### src/rtl/sbie_arith_pkg.sv
// Shared types and limits for the SBIE arithmetic blocks.
package sbie_arith_pkg;

  typedef enum logic [1:0] {
    ST_IDLE,
    ST_SHIFT,
    ST_DONE
  } sub_state_t;

  localparam int SBIE_MAX_WIDTH = 32;

endpackage

### src/rtl/full_subtractor_cell.sv
// One-bit full subtractor: d = a - b - bi, with borrow-out bo.
module full_subtractor_cell (
  input  logic a,
  input  logic b,
  input  logic bi,
  output logic d,
  output logic bo
);

  assign d  = a ^ b ^ bi;
  assign bo = (~a & b) | (~(a ^ b) & bi);

endmodule

### src/rtl/sub4_serial_borrow.sv
// Bit-serial unsigned subtractor, LSB first, one bit per clock, with a
// single borrow flop carried between bit positions.
//
// Handshakes: a transfer happens on a rising edge where valid && ready are
// both high. Once asserted, out_valid holds d/bout stable until out_ready.
// in_ready depends combinationally on out_ready so a result can be retired
// and new operands accepted on the same edge.
module sub4_serial_borrow
  import sbie_arith_pkg::*;
#(
  parameter int WIDTH = 4
) (
  input  logic             clk,
  input  logic             rst_n,
  input  logic             in_valid,
  output logic             in_ready,
  input  logic [WIDTH-1:0] a,
  input  logic [WIDTH-1:0] b,
  input  logic             bin,
  output logic             out_valid,
  input  logic             out_ready,
  output logic [WIDTH-1:0] d,
  output logic             bout
);

  localparam int CNT_W = (WIDTH > 1) ? $clog2(WIDTH) : 1;
  localparam logic [CNT_W-1:0] CNT_LAST = CNT_W'(WIDTH - 1);

  sub_state_t       state;
  logic [WIDTH-1:0] a_sh;
  logic [WIDTH-1:0] b_sh;
  logic [WIDTH-1:0] d_sh;
  logic             brw;
  logic [CNT_W-1:0] cnt;

  logic diff_bit;
  logic brw_next;

  full_subtractor_cell u_cell (
    .a  (a_sh[0]),
    .b  (b_sh[0]),
    .bi (brw),
    .d  (diff_bit),
    .bo (brw_next)
  );

  assign in_ready = (state == ST_IDLE) || ((state == ST_DONE) && out_ready);

  // d and bout come straight from the shift register and borrow flop;
  // both are frozen while the FSM sits in DONE.
  assign d    = d_sh;
  assign bout = brw;

  always_ff @(posedge clk or negedge rst_n) begin
    if (!rst_n) begin
      state     <= ST_IDLE;
      a_sh      <= '0;
      b_sh      <= '0;
      d_sh      <= '0;
      brw       <= 1'b0;
      cnt       <= '0;
      out_valid <= 1'b0;
    end else begin
      case (state)
        ST_IDLE: begin
          if (in_valid) begin
            a_sh  <= a;
            b_sh  <= b;
            brw   <= bin;
            cnt   <= '0;
            state <= ST_SHIFT;
          end
        end
        ST_SHIFT: begin
          a_sh <= a_sh >> 1;
          b_sh <= b_sh >> 1;
          d_sh <= {diff_bit, d_sh[WIDTH-1:1]};
          brw  <= brw_next;
          cnt  <= cnt + 1'b1;
          if (cnt == CNT_LAST) begin
            state     <= ST_DONE;
            out_valid <= 1'b1;
          end
        end
        ST_DONE: begin
          if (out_ready) begin
            out_valid <= 1'b0;
            if (in_valid) begin
              a_sh  <= a;
              b_sh  <= b;
              brw   <= bin;
              cnt   <= '0;
              state <= ST_SHIFT;
            end else begin
              state <= ST_IDLE;
            end
          end
        end
        default: begin
          state     <= ST_IDLE;
          out_valid <= 1'b0;
        end
      endcase
    end
  end

endmodule

### config.mk
export PLATFORM = sky130hd
export DESIGN_NAME = sub4_serial_borrow
export DESIGN_NICKNAME = d
export VERILOG_FILES = /design/src/rtl/sbie_arith_pkg.sv /design/src/rtl/full_subtractor_cell.sv /design/src/rtl/sub4_serial_borrow.sv
export SDC_FILE = /design/constraint.sdc
export NUM_CORES = 1
export LEC_CHECK = 0
export ABC_AREA = 1
export CAP_MARGIN = 20
export CORE_MARGIN = 3
export CORE_UTILIZATION = 43
export CTS_CLUSTER_DIAMETER = 40
export DETAILED_ROUTE_END_ITERATION = 7
export PLACE_DENSITY_LB_ADDON = 0.12
export SKIP_CTS_REPAIR_TIMING = 1
export SLEW_MARGIN = 20
export SYNTH_ARGS = -nofsm -noshare
export SYNTH_HDL_FRONTEND = slang
export SYNTH_SLANG_ARGS = --single-unit
### constraint.sdc
create_clock -name clk -period 2.35 [get_ports clk]
set_input_delay 0.47 -clock clk [delete_from_list [all_inputs] [get_ports clk]]
set_output_delay 0.47 -clock clk [all_outputs]
set_load 0.005 [all_outputs]
==> results.rst, run 1 <==
.. list-table::
   :header-rows: 1

   * - Metric
     - Value
   * - Aggregate negative setup slack
     - 0 ps
   * - Warning count from the yosys run
     - 0
   * - Clock latency on the worst-skew pair
     - 280 ps
   * - Leading cell types in the layout, fill and taps excluded
     - sky130_fd_sc_hd__nand2_1 (49), sky130_fd_sc_hd__clkdlybuf4s50_1 (19), sky130_fd_sc_hd__dfrtp_1 (18)
   * - Syn avg cell area
     - 8.13 µm²
   * - Final Cycle Share
     - 89.9%
   * - Sw Ratio
     - 41.8%
   * - Syn nets
     - 128
   * - Via count
     - 712
   * - FF-to-FF Start
     - state[1]$_DFFE_PN0P_
   * - Crit path largest cell delay
     - 530 ps
   * - Standard cell with the maximum stage delay on the critical path
     - sky130_fd_sc_hd__clkdlybuf4s50_1
   * - First-iteration detailed-routing DRC count
     - 10
   * - Post-synthesis sequential element count
     - 18
   * - Power Dens Cells
     - 1300 mW/mm²
   * - Switching power of the nets
     - 0.628 mW
   * - Post-Place Setup Slack
     - 237 ps
   * - Antenna fix cells
     - 0
   * - Total global routing track utilization
     - 13.5%
   * - Max capacitance violation total
     - 0
   * - Area growth from synthesis to layout
     - 26.3%
   * - Port bufs
     - 19
   * - Clock-pin slew reported for the worst setup and hold paths after clock tree synthesis
     - 100 ps
   * - Routed wire length per instance
     - 9.96 µm
   * - Combinational cell fraction of total power
     - 50.2%
   * - Slew HR
     - 78.5%
   * - Mapped cell area
     - 918 µm²
   * - Most common library cell in the layout ignoring fill and taps
     - sky130_fd_sc_hd__nand2_1
   * - Drc violations
     - 0
   * - Util after Layout
     - 58.5%
   * - Hold Violations, Final
     - 0
   * - Post-DRT Antenna Nets
     - 0
   * - Site Rows
     - 16
   * - Sum of overflow across all layers after global routing
     - 0
   * - Vert. Die Dim
     - 52.2 µm
   * - Wire length of the first global-routing pass
     - 2.70 mm
   * - Count of cell types in the netlist
     - 18
   * - Net count reported at finish
     - 150
   * - Antenna violations before repair
     - 0
   * - Total number of clock tree sinks
     - 18
   * - Largest voltage drop on the vdd net
     - 0.616 mV
   * - X dimension of the die
     - 52.2 µm
   * - Share of total power in sequential cells
     - 37.7%
   * - Family of cells with the greatest summed delay on the critical path
     - buffers and inverters
   * - Sum of net half-perimeters after detailed placement
     - 1.18 mm
   * - Run status
     - finished clean
   * - Worst Setup End Kind
     - output pin
   * - Highest fanout seen on the critical path
     - 4
   * - Total die area
     - 0.00273 mm²
   * - Clock tree from TritonCTS
     - yes
   * - Register cell area after layout
     - 450 µm²
   * - Detail-routed via count per cell
     - 4.42
   * - Number of H-tree levels
     - 1
   * - Iteration count of the initial detailed-routing pass
     - 4
   * - Unrepaired setup endpoints after global routing
     - no
   * - Number of fill cells in the layout
     - 191
   * - Number of CTS-inserted buffers
     - 3
   * - Depth of the most critical reg-to-reg path
     - 6
   * - Slack of the critical path
     - 239 ps
   * - Worst hold-check path type
     - in2async
   * - Initial cell density of the core
     - 46.3%
   * - Crit path kind
     - in2out
   * - Worst-case clock buffer depth
     - 2
   * - Critical Path Stages
     - 4
   * - Setup-violating endpoint count in the final report
     - 0
   * - Peak clock frequency supported by timing
     - 0.474 GHz
   * - Most frequent cell on the critical path
     - sky130_fd_sc_hd__clkdlybuf4s50_1
   * - Clock power frac
     - 12.2%
   * - WP data required
     - 1880 ps
   * - Cell at the root of the clock tree
     - sky130_fd_sc_hd__clkbuf_4
   * - Fraction of final layout cells sized beyond drive strength 1
     - 19.4%
   * - Routed wire length
     - 1.60 mm
   * - Cells along the critical path
     - clkdlybuf4s50_1 -> nor2_4 -> nor2_1 -> clkdlybuf4s50_1
   * - Maximum number of pins on one net before global-route repair
     - 19
   * - Number of global-route vias before repair
     - 653
   * - Buffering stage count on the worst path with inverters included
     - 2
   * - Multi-input gate area
     - 408 µm²
   * - Critical path launch point type
     - primary input
   * - CP endpoint
     - in_ready
   * - Worst Skew
     - 2.81 ps
   * - Global placer's final weighted congestion
     - 0.693
   * - Crit path time final
     - 2110 ps
   * - Data arrival at the endpoint of the critical path
     - 1640 ps
   * - Internal Dissipation
     - 0.875 mW
   * - Final Max Slew Viols
     - 0
   * - Num ports
     - 20
   * - Portion of the post-synthesis area used by sequential elements
     - 49.0%
   * - Leakage power
     - 0.595 nW
   * - Worst Tran Pin Value
     - 321 ps
   * - Endpoint of the worst register-to-register path
     - a_sh[0]$_DFFE_PN0P_
   * - Cells after synthesis
     - 113
   * - Setup crit start
     - out_ready
   * - Placeable Area
     - 0.00198 mm²
   * - Worst reg-to-reg setup slack
     - 980 ps
## cells in the mapped netlist
master,n,area [µm²]
sky130_fd_sc_hd__nor2_4,2,22.5
sky130_fd_sc_hd__nor2_2,1,6.26
sky130_fd_sc_hd__nor2_1,3,11.3
sky130_fd_sc_hd__nand2_2,15,93.8
sky130_fd_sc_hd__inv_2,2,7.51
sky130_fd_sc_hd__ha_1,1,12.5
sky130_fd_sc_hd__buf_4,2,15.0
sky130_fd_sc_hd__inv_1,7,26.3
sky130_fd_sc_hd__buf_6,1,11.3
sky130_fd_sc_hd__o22ai_1,1,6.26
sky130_fd_sc_hd__or2_2,1,6.26
sky130_fd_sc_hd__nand3_1,2,10.0
sky130_fd_sc_hd__o21ai_1,1,5.00
sky130_fd_sc_hd__o21ai_0,5,25.0
sky130_fd_sc_hd__dfrtp_1,18,450
sky130_fd_sc_hd__fa_1,1,20.0
sky130_fd_sc_hd__a21oi_1,1,5.00
sky130_fd_sc_hd__nand2_1,49,184
## flip-flops by register name, indices dropped and copies added (netlist names)
register and cells:
bout 1, b_sh 4, state 2, d 4, out_valid 1, a_sh 4
cnt 2
## worst min-delay path by stage
stage	depth (start not counted)	end	slack, ps	startpoint
floorplan	0	a_sh[0]$_DFFE_PN0P_	170	rst_n
global placement	2	d[0]$_DFFE_PN0P_	470	d[0]$_DFFE_PN0P_
detailed placement	2	cnt[1]$_DFFE_PN0P_	480	cnt[1]$_DFFE_PN0P_
CTS	2	d[0]$_DFFE_PN0P_	490	rst_n
global route	2	d[2]$_DFFE_PN0P_	500	rst_n
finish	2	d[2]$_DFFE_PN0P_	500	rst_n
## layout make-up
type | count | share of cell area, %
timing repair buffer | 20 | 17.0
inverter | 9 | 2.91
clock buffer | 4 | 3.13
tap | 27 | 2.91
multi-input combinational | 83 | 35.2
sequential | 18 | 38.8
## power groups by stage
| stage | Sequential [mW] | Clock [mW] | Combinational (mW) |
|---|---|---|---|
| after CTS | 0.566 | 0.194 | 0.775 |
| after global routing | 0.586 | 0.206 | 0.872 |
| after detailed placement | 0.574 | 0 | 0.768 |
| after floorplan | 0.564 | 0 | 0.570 |
| after global placement | 0.569 | 0 | 0.764 |
| final | 0.566 | 0.183 | 0.754 |
## per-layer routing
metal	share of wire (%)	up-vias	global-route usage (%)	routed length (µm)
met5	0	-	0	0
met4	0.62	0	7.66	10
met3	3.2	2	1.71	51
met2	48	10	22.2	764
met1	48	313	17.1	777
li1	-	387	-	-
## worst reg2reg max path, delay by kind of cell (launching register included)
| kind | cells | cell delay, ps |
|---|---|---|
| flip-flops | 1 | 450 |
| AND/OR/NAND/NOR | 5 | 700 |
| buffers and inverters | 1 | 120 |
## kinds of logic after synthesis
| logic type | after synthesis | synth area share (%) |
|---|---|---|
| simple gates | 73 | 36.4 |
| flops | 18 | 49.0 |
| fa+ha+maj | 2 | 3.54 |
| compound gates | 8 | 4.49 |
| buf+inv | 12 | 6.54 |
## stage by stage
step	std cells	area [µm²]	total power, mW	hold slack [ps]
after floorplan	113	918	1.13	174
after global placement	157	1120	1.33	467
after detailed placement	157	1120	1.34	479
after CTS	161	1160	1.53	491
after global routing	161	1160	1.66	502
final	161	1160	1.50	496
No activity file was read; power rests on OpenSTA's default activity.
==> run 2: changes to the inputs <==
Settings changed: ABC_AREA 1 to default, CAP_MARGIN 20 to default.
==> run 2 against run 1 <==
Global-route usage up 0.26 points. Worst setup slack worse by 130 ps. Core utilization up 2.2 points. Total power down 2.0%. Synthesized cell count down 36%. Count of clock-buffer cells in the layout down 1. Fmax down 5.9%. Synthesized area down 1.6%. Sequential cell count unchanged. Sequential share of layout area up 1.1 points. Sequential power down 0.7%. Largest cell class unchanged.
==> results.rst, run 2 <==
.. list-table::
   :header-rows: 1

   * - Metric
     - Value
   * - Run status
     - finished clean
   * - Cell at the root of the clock tree
     - sky130_fd_sc_hd__clkbuf_4
   * - Switching power of the nets
     - 0.499 mW
   * - Share of total power in sequential cells
     - 38.2%
   * - Aggregate negative setup slack
     - 0 ps
   * - Setup-violating endpoint count in the final report
     - 0
   * - Net count reported at finish
     - 110
   * - Data arrival at the endpoint of the critical path
     - 1770 ps
   * - Power Dens Cells
     - 1300 mW/mm²
   * - Register cell area after layout
     - 450 µm²
   * - Worst Tran Pin Value
     - 440 ps
   * - Number of H-tree levels
     - 1
   * - Worst hold-check path type
     - reg2reg
   * - Most common library cell in the layout ignoring fill and taps
     - sky130_fd_sc_hd__clkdlybuf4s50_1
   * - Combinational cell fraction of total power
     - 52.0%
   * - Iteration count of the initial detailed-routing pass
     - 3
   * - Worst reg-to-reg setup slack
     - 520 ps
   * - Post-synthesis sequential element count
     - 18
   * - Global Route met3 Usage
     - 5.16%
   * - Crit path kind
     - in2out
   * - Crit path time final
     - 2240 ps
   * - Wire length of the first global-routing pass
     - 2.69 mm
   * - EDFF count, synth
     - 0
   * - Vert. Die Dim
     - 51.8 µm
   * - Area post-placement
     - 0.00111 mm²
   * - Routed wire length per instance
     - 13.2 µm
   * - Port bufs
     - 19
   * - Leading cell types in the layout, fill and taps excluded
     - sky130_fd_sc_hd__clkdlybuf4s50_1 (19), sky130_fd_sc_hd__dfrtp_1 (18), sky130_fd_sc_hd__nand2_1 (13)
   * - Origin of the worst min-delay path
     - d[0]$_DFFE_PN0P_
   * - Sum of overflow across all layers after global routing
     - 0
   * - Antenna violations before repair
     - 0
   * - Final Cycle Share
     - 95.5%
   * - Portion of the post-synthesis area used by sequential elements
     - 49.9%
   * - Syn nets
     - 87
   * - Met2 global-route usage
     - 22.2%
   * - Most frequently used cell type in the post-synthesis netlist
     - sky130_fd_sc_hd__dfrtp_1
   * - Async set-or-reset flop fraction in the synthesized netlist
     - 100%
   * - Biggest area consumer among synthesized cells
     - sky130_fd_sc_hd__dfrtp_1
   * - Placeable Area
     - 0.00186 mm²
   * - Depth of the most critical reg-to-reg path
     - 4
   * - Number of global-route vias before repair
     - 610
   * - Site Rows
     - 15
   * - Global placer's final weighted congestion
     - 0.763
   * - Post-Place Setup Slack
     - 130 ps
   * - Sw Ratio
     - 33.9%
   * - Critical path launch point type
     - primary input
   * - Syn avg cell area
     - 12.5 µm²
   * - Multi-input gate area
     - 408 µm²
   * - Clock power frac
     - 9.9%
   * - Count of cell types in the netlist
     - 20
   * - Warning count from the yosys run
     - 0
   * - Post-DRT Antenna Nets
     - 0
   * - Leakage power
     - 0.554 nW
   * - Unrepaired setup endpoints after global routing
     - no
   * - Maximum number of pins on one net before global-route repair
     - 19
   * - Hold Violations, Final
     - 0
   * - Top post-synthesis cells by area
     - sky130_fd_sc_hd__dfrtp_1 (50%), sky130_fd_sc_hd__mux2_4 (15%), sky130_fd_sc_hd__nand2_1 (5.4%)
   * - Worst-case clock buffer depth
     - 2
   * - Leading post-synthesis cells by instance count
     - sky130_fd_sc_hd__dfrtp_1 (18), sky130_fd_sc_hd__nand2_1 (13), sky130_fd_sc_hd__mux2_4 (9)
   * - Slack of the critical path
     - 106 ps
   * - Number of CTS-inserted buffers
     - 3
   * - FF-to-FF Start
     - state[0]$_DFFE_PN0P_
   * - Antenna fix cells
     - 0
   * - Num ports
     - 20
   * - Sum of net half-perimeters after detailed placement
     - 1.16 mm
   * - Via count
     - 592
   * - Cells after synthesis
     - 72
   * - Routed wire length
     - 1.56 mm
   * - Mapped cell area
     - 903 µm²
   * - WP data required
     - 1880 ps
   * - Endpoint of the worst hold-timing path
     - d[0]$_DFFE_PN0P_
   * - Met1 track demand over resource in global routing
     - 17.2%
   * - Area growth from synthesis to layout
     - 24.9%
   * - X dimension of the die
     - 51.8 µm
   * - Primary FF master, synth
     - sky130_fd_sc_hd__dfrtp_1
   * - Clock latency on the worst-skew pair
     - 280 ps
   * - Total global routing track utilization
     - 13.8%
   * - Internal Dissipation
     - 0.973 mW
   * - Fraction of final layout cells sized beyond drive strength 1
     - 18.3%
   * - Number of fill cells in the layout
     - 151
   * - Worst Skew
     - 1.49 ps
   * - Highest fanout seen on the critical path
     - 3
   * - Max capacitance violation total
     - 0
   * - Post-layout instance area
     - 0.00113 mm²
   * - Util after Layout
     - 60.7%
   * - Worst Setup End Kind
     - output pin
   * - Peak clock frequency supported by timing
     - 0.446 GHz
   * - Total number of clock tree sinks
     - 18
   * - Slew HR
     - 70.6%
   * - Top cell type's share of synthesized area
     - 49.9%
   * - Total die area
     - 0.00269 mm²
   * - Drc violations
     - 0
   * - Gr busiest metal
     - met2
   * - First-iteration detailed-routing DRC count
     - 6
   * - Detail-routed via count per cell
     - 5.02
   * - Largest voltage drop on the vdd net
     - 0.702 mV
   * - Final Max Slew Viols
     - 0
   * - Number of stages on the worst hold path
     - 2
   * - Initial cell density of the core
     - 48.6%
   * - Clock-pin slew reported for the worst setup and hold paths after clock tree synthesis
     - 90 ps
   * - Clock tree from TritonCTS
     - yes
   * - Endpoint of the worst register-to-register path
     - b_sh[1]$_DFFE_PN0P_
-- run 2: cell count changes after synthesis, moves of 2 or more --
cell                      previous run  this run
sky130_fd_sc_hd__nor3b_1             0         2
sky130_fd_sc_hd__nand2_2            15         0
sky130_fd_sc_hd__nand2_1            49        13
sky130_fd_sc_hd__buf_4               2         0
sky130_fd_sc_hd__a22o_1              0         4
sky130_fd_sc_hd__inv_2               2         0
sky130_fd_sc_hd__mux2i_1             0         4
sky130_fd_sc_hd__nor2_4              2         0
sky130_fd_sc_hd__mux2_4              0         9
sky130_fd_sc_hd__nor2b_1             0         2
sky130_fd_sc_hd__inv_1               7         3
sky130_fd_sc_hd__nand3_1             2         0
sky130_fd_sc_hd__buf_6               1         3
sky130_fd_sc_hd__o21ai_0             5         1
-- run 2: critical path, cell delays in order --
cell	delay (ps)
sky130_fd_sc_hd__clkdlybuf4s50_1	560
sky130_fd_sc_hd__nor2b_1	110
sky130_fd_sc_hd__nor2_1	120
sky130_fd_sc_hd__clkdlybuf4s50_1	510
-- run 2: final cells by class --
| type | count | area share (%) |
|---|---|---|
| clock buffer | 3 | 2.00 |
| inverter | 3 | 0.998 |
| multi-input combinational | 48 | 36.1 |
| sequential | 18 | 39.9 |
| tap | 25 | 2.77 |
| timing repair buffer | 21 | 18.2 |
-- run 2: cells by family (layout without fill, tap and decap cells) --
logic type	count (synthesis)	count (layout)	share of synthesized area (%)
DFF	18	18	49.9
muxes	14	14	20.6
and+or+nand+nor	22	22	11.9
adders and majority gates	2	2	3.60
buffers and inverters	6	27	4.99
AOI/OAI and AO/OA	10	10	9.00
-- run 2: per-layer routing --
metal	wire length [µm]	up-vias
met5	0	-
met1	699	284
li1	-	287
met4	27	0
met2	753	17
met3	79	4
-- run 2: how the worst max path moves through the flow --
stage | start | end | slack (ps) | cells after the start
final | out_ready | in_ready | 110 | 4
after global routing | out_ready | in_ready | 90 | 4
after CTS | out_ready | in_ready | 120 | 4
after detailed placement | out_ready | in_ready | 130 | 4
after global placement | out_ready | in_ready | 180 | 4
after floorplan | state[0]$_DFFE_PN0P_ | a_sh[0]$_DFFE_PN0P_ | 950 | 5
-- run 2: metrics by stage --
step	total power, mW	cells	hold slack, ps
after floorplan	1.15	72	174
after global placement	1.32	115	458
after detailed placement	1.35	115	470
after CTS	1.50	118	494
after global routing	1.60	118	503
final	1.47	118	490
-- run 2: power groups by stage --
stage          sequential (mW)  clock [mW]  combinational (mW)
3_3_place_gp             0.564           0               0.757
2_1_floorplan            0.540           0               0.609
3_5_place_dp             0.568           0               0.777
4_1_cts                  0.563       0.158               0.780
6_report                 0.562       0.145               0.765
5_1_grt                  0.582       0.171               0.849
==> run 3: changes to the inputs <==
Settings changed: MAX_ROUTING_LAYER from default to met4.
==> run 3 against run 2 <==
Count of clock-buffer cells in the layout unchanged. Total power hardly changed. Final area is the same. Sequential cell count did not move. Critical endpoint unchanged. Largest cell class unchanged. Largest power group unchanged.
==> results.rst, run 3 (same netlist as run 2, synthesis figures left out) <==
.. list-table::
   :header-rows: 1

   * - Metric
     - Value
   * - Run status
     - finished clean
   * - Setup-violating endpoint count in the final report
     - 0
   * - Antenna fix cells
     - 0
   * - Worst reg-to-reg setup slack
     - 520 ps
   * - Depth of the most critical reg-to-reg path
     - 4
   * - Vert. Die Dim
     - 51.8 µm
   * - Routed wire length per instance
     - 13.2 µm
   * - Worst Tran Pin Value
     - 441 ps
   * - Final Max Slew Viols
     - 0
   * - Setup crit start
     - out_ready
   * - Initial cell density of the core
     - 48.6%
   * - Number of global-route vias before repair
     - 605
   * - Sum of net half-perimeters after detailed placement
     - 1.16 mm
   * - Unrepaired setup endpoints after global routing
     - no
   * - Detail-routed via count per cell
     - 5.02
   * - Total number of clock tree sinks
     - 18
   * - Highest fanout seen on the critical path
     - 3
   * - Num ports
     - 20
   * - Worst Setup End Kind
     - output pin
   * - Total die area
     - 0.00269 mm²
   * - Total global routing track utilization
     - 14.2%
   * - Data arrival at the endpoint of the critical path
     - 1770 ps
   * - Post-DRT Antenna Nets
     - 0
   * - Leakage power
     - 0.554 nW
   * - Aggregate negative setup slack
     - 0 ps
   * - Global placer's final weighted congestion
     - 0.773
   * - Final Cycle Share
     - 95.5%
   * - Slew HR
     - 70.5%
   * - Iteration count of the initial detailed-routing pass
     - 3
   * - Worst Skew
     - 1.92 ps
   * - Peak clock frequency supported by timing
     - 0.446 GHz
   * - Net count reported at finish
     - 110
   * - Leading cell types in the layout, fill and taps excluded
     - sky130_fd_sc_hd__clkdlybuf4s50_1 (19), sky130_fd_sc_hd__dfrtp_1 (18), sky130_fd_sc_hd__nand2_1 (13)
   * - Wire length of the first global-routing pass
     - 2.69 mm
   * - Number of fill cells in the layout
     - 151
   * - X dimension of the die
     - 51.8 µm
   * - Site Rows
     - 15
   * - WP data required
     - 1880 ps
   * - Antenna violations before repair
     - 0
   * - Worst hold-check path type
     - reg2reg
   * - Placeable Area
     - 0.00186 mm²
   * - Fraction of final layout cells sized beyond drive strength 1
     - 18.3%
   * - Standard cell with the maximum stage delay on the critical path
     - sky130_fd_sc_hd__clkdlybuf4s50_1
   * - Cells along the critical path
     - clkdlybuf4s50_1 -> nor2b_1 -> nor2_1 -> clkdlybuf4s50_1
   * - Routed wire length
     - 1.56 mm
   * - Endpoint of the worst register-to-register path
     - b_sh[1]$_DFFE_PN0P_
   * - First-iteration detailed-routing DRC count
     - 6
   * - Most frequent cell on the critical path
     - sky130_fd_sc_hd__clkdlybuf4s50_1
   * - Most common library cell in the layout ignoring fill and taps
     - sky130_fd_sc_hd__clkdlybuf4s50_1
   * - Critical path launch point type
     - primary input
   * - Worst-case clock buffer depth
     - 2
   * - CP endpoint
     - in_ready
   * - Number of H-tree levels
     - 1
   * - Power Dens Cells
     - 1300 mW/mm²
   * - Cell at the root of the clock tree
     - sky130_fd_sc_hd__clkbuf_4
   * - Via count
     - 592
   * - FF-to-FF Start
     - state[0]$_DFFE_PN0P_
   * - Sum of overflow across all layers after global routing
     - 0
   * - Crit path time final
     - 2240 ps
   * - Port bufs
     - 19
   * - Number of CTS-inserted buffers
     - 3
   * - Clock-pin slew reported for the worst setup and hold paths after clock tree synthesis
     - 90 ps
   * - Clock latency on the worst-skew pair
     - 280 ps
   * - Largest voltage drop on the vdd net
     - 0.702 mV
   * - Crit path kind
     - in2out
   * - Drc violations
     - 0
   * - Clock tree from TritonCTS
     - yes
   * - Hold Violations, Final
     - 0
   * - Area growth from synthesis to layout
     - 24.9%
   * - Max capacitance violation total
     - 0
   * - Util after Layout
     - 60.7%
   * - Maximum number of pins on one net before global-route repair
     - 19
   * - Crit path largest cell delay
     - 560 ps
[run 3: cell counts in the layout (fill, tap and decap cells not counted)]
Identical to the previous run, type by type.
[run 3: cell type report]
cell class / instances / area, µm² / share of cell area [%]
Tap cell: 25 / 31.3 / 2.77
Multi-Input combinational cell: 48 / 408 / 36.1
Sequential cell: 18 / 450 / 39.9
Timing Repair Buffer: 21 / 205 / 18.2
Inverter: 3 / 11.3 / 0.998
Clock buffer: 3 / 22.5 / 2.00
[run 3: per-layer routing]
metal  vias to the layer above  wire length [µm]  track usage (%)
met4                         0                27             3.93
met1                       284               702             17.2
li1                        287                 -                -
met2                        17               753             22.2
met3                         4                75             5.16
met5                         -                 0                -
[run 3: power by group]
group | leakage (nW) | switching (mW) | internal (mW) | total (mW)
clock network | 0.0138 | 0.0857 | 0.0595 | 0.145
logic | 0.318 | 0.307 | 0.458 | 0.765
registers | 0.222 | 0.106 | 0.456 | 0.562
total | 0.554 | 0.499 | 0.973 | 1.47
[run 3: worst max-delay path: cells and delay by family]
family                 cells  cell delay (ps)
buffers and inverters      2             1070
AND/OR/NAND/NOR            2              230
[run 3: per-stage QoR]
step / area, µm² / power [mW] / cells / hold slack (ps) / worst slack (ps)
floorplan: 903 / 1.15 / 72 / 174 / 948
global placement: 1110 / 1.32 / 115 / 458 / 185
detailed placement: 1110 / 1.35 / 115 / 470 / 130
CTS: 1130 / 1.50 / 118 / 494 / 122
global route: 1130 / 1.60 / 118 / 503 / 91.0
finish: 1130 / 1.47 / 118 / 490 / 106
[run 3: worst min path at each step]
stage / startpoint / end / slack [ps] / cells after the start
6_report: d[0]$_DFFE_PN0P_ / d[0]$_DFFE_PN0P_ / 490 / 2
3_3_place_gp: d[0]$_DFFE_PN0P_ / d[0]$_DFFE_PN0P_ / 460 / 2
3_5_place_dp: d[0]$_DFFE_PN0P_ / d[0]$_DFFE_PN0P_ / 470 / 2
5_1_grt: rst_n / state[1]$_DFFE_PN0P_ / 500 / 2
4_1_cts: d[0]$_DFFE_PN0P_ / d[0]$_DFFE_PN0P_ / 490 / 2
2_1_floorplan: rst_n / a_sh[0]$_DFFE_PN0P_ / 170 / 0
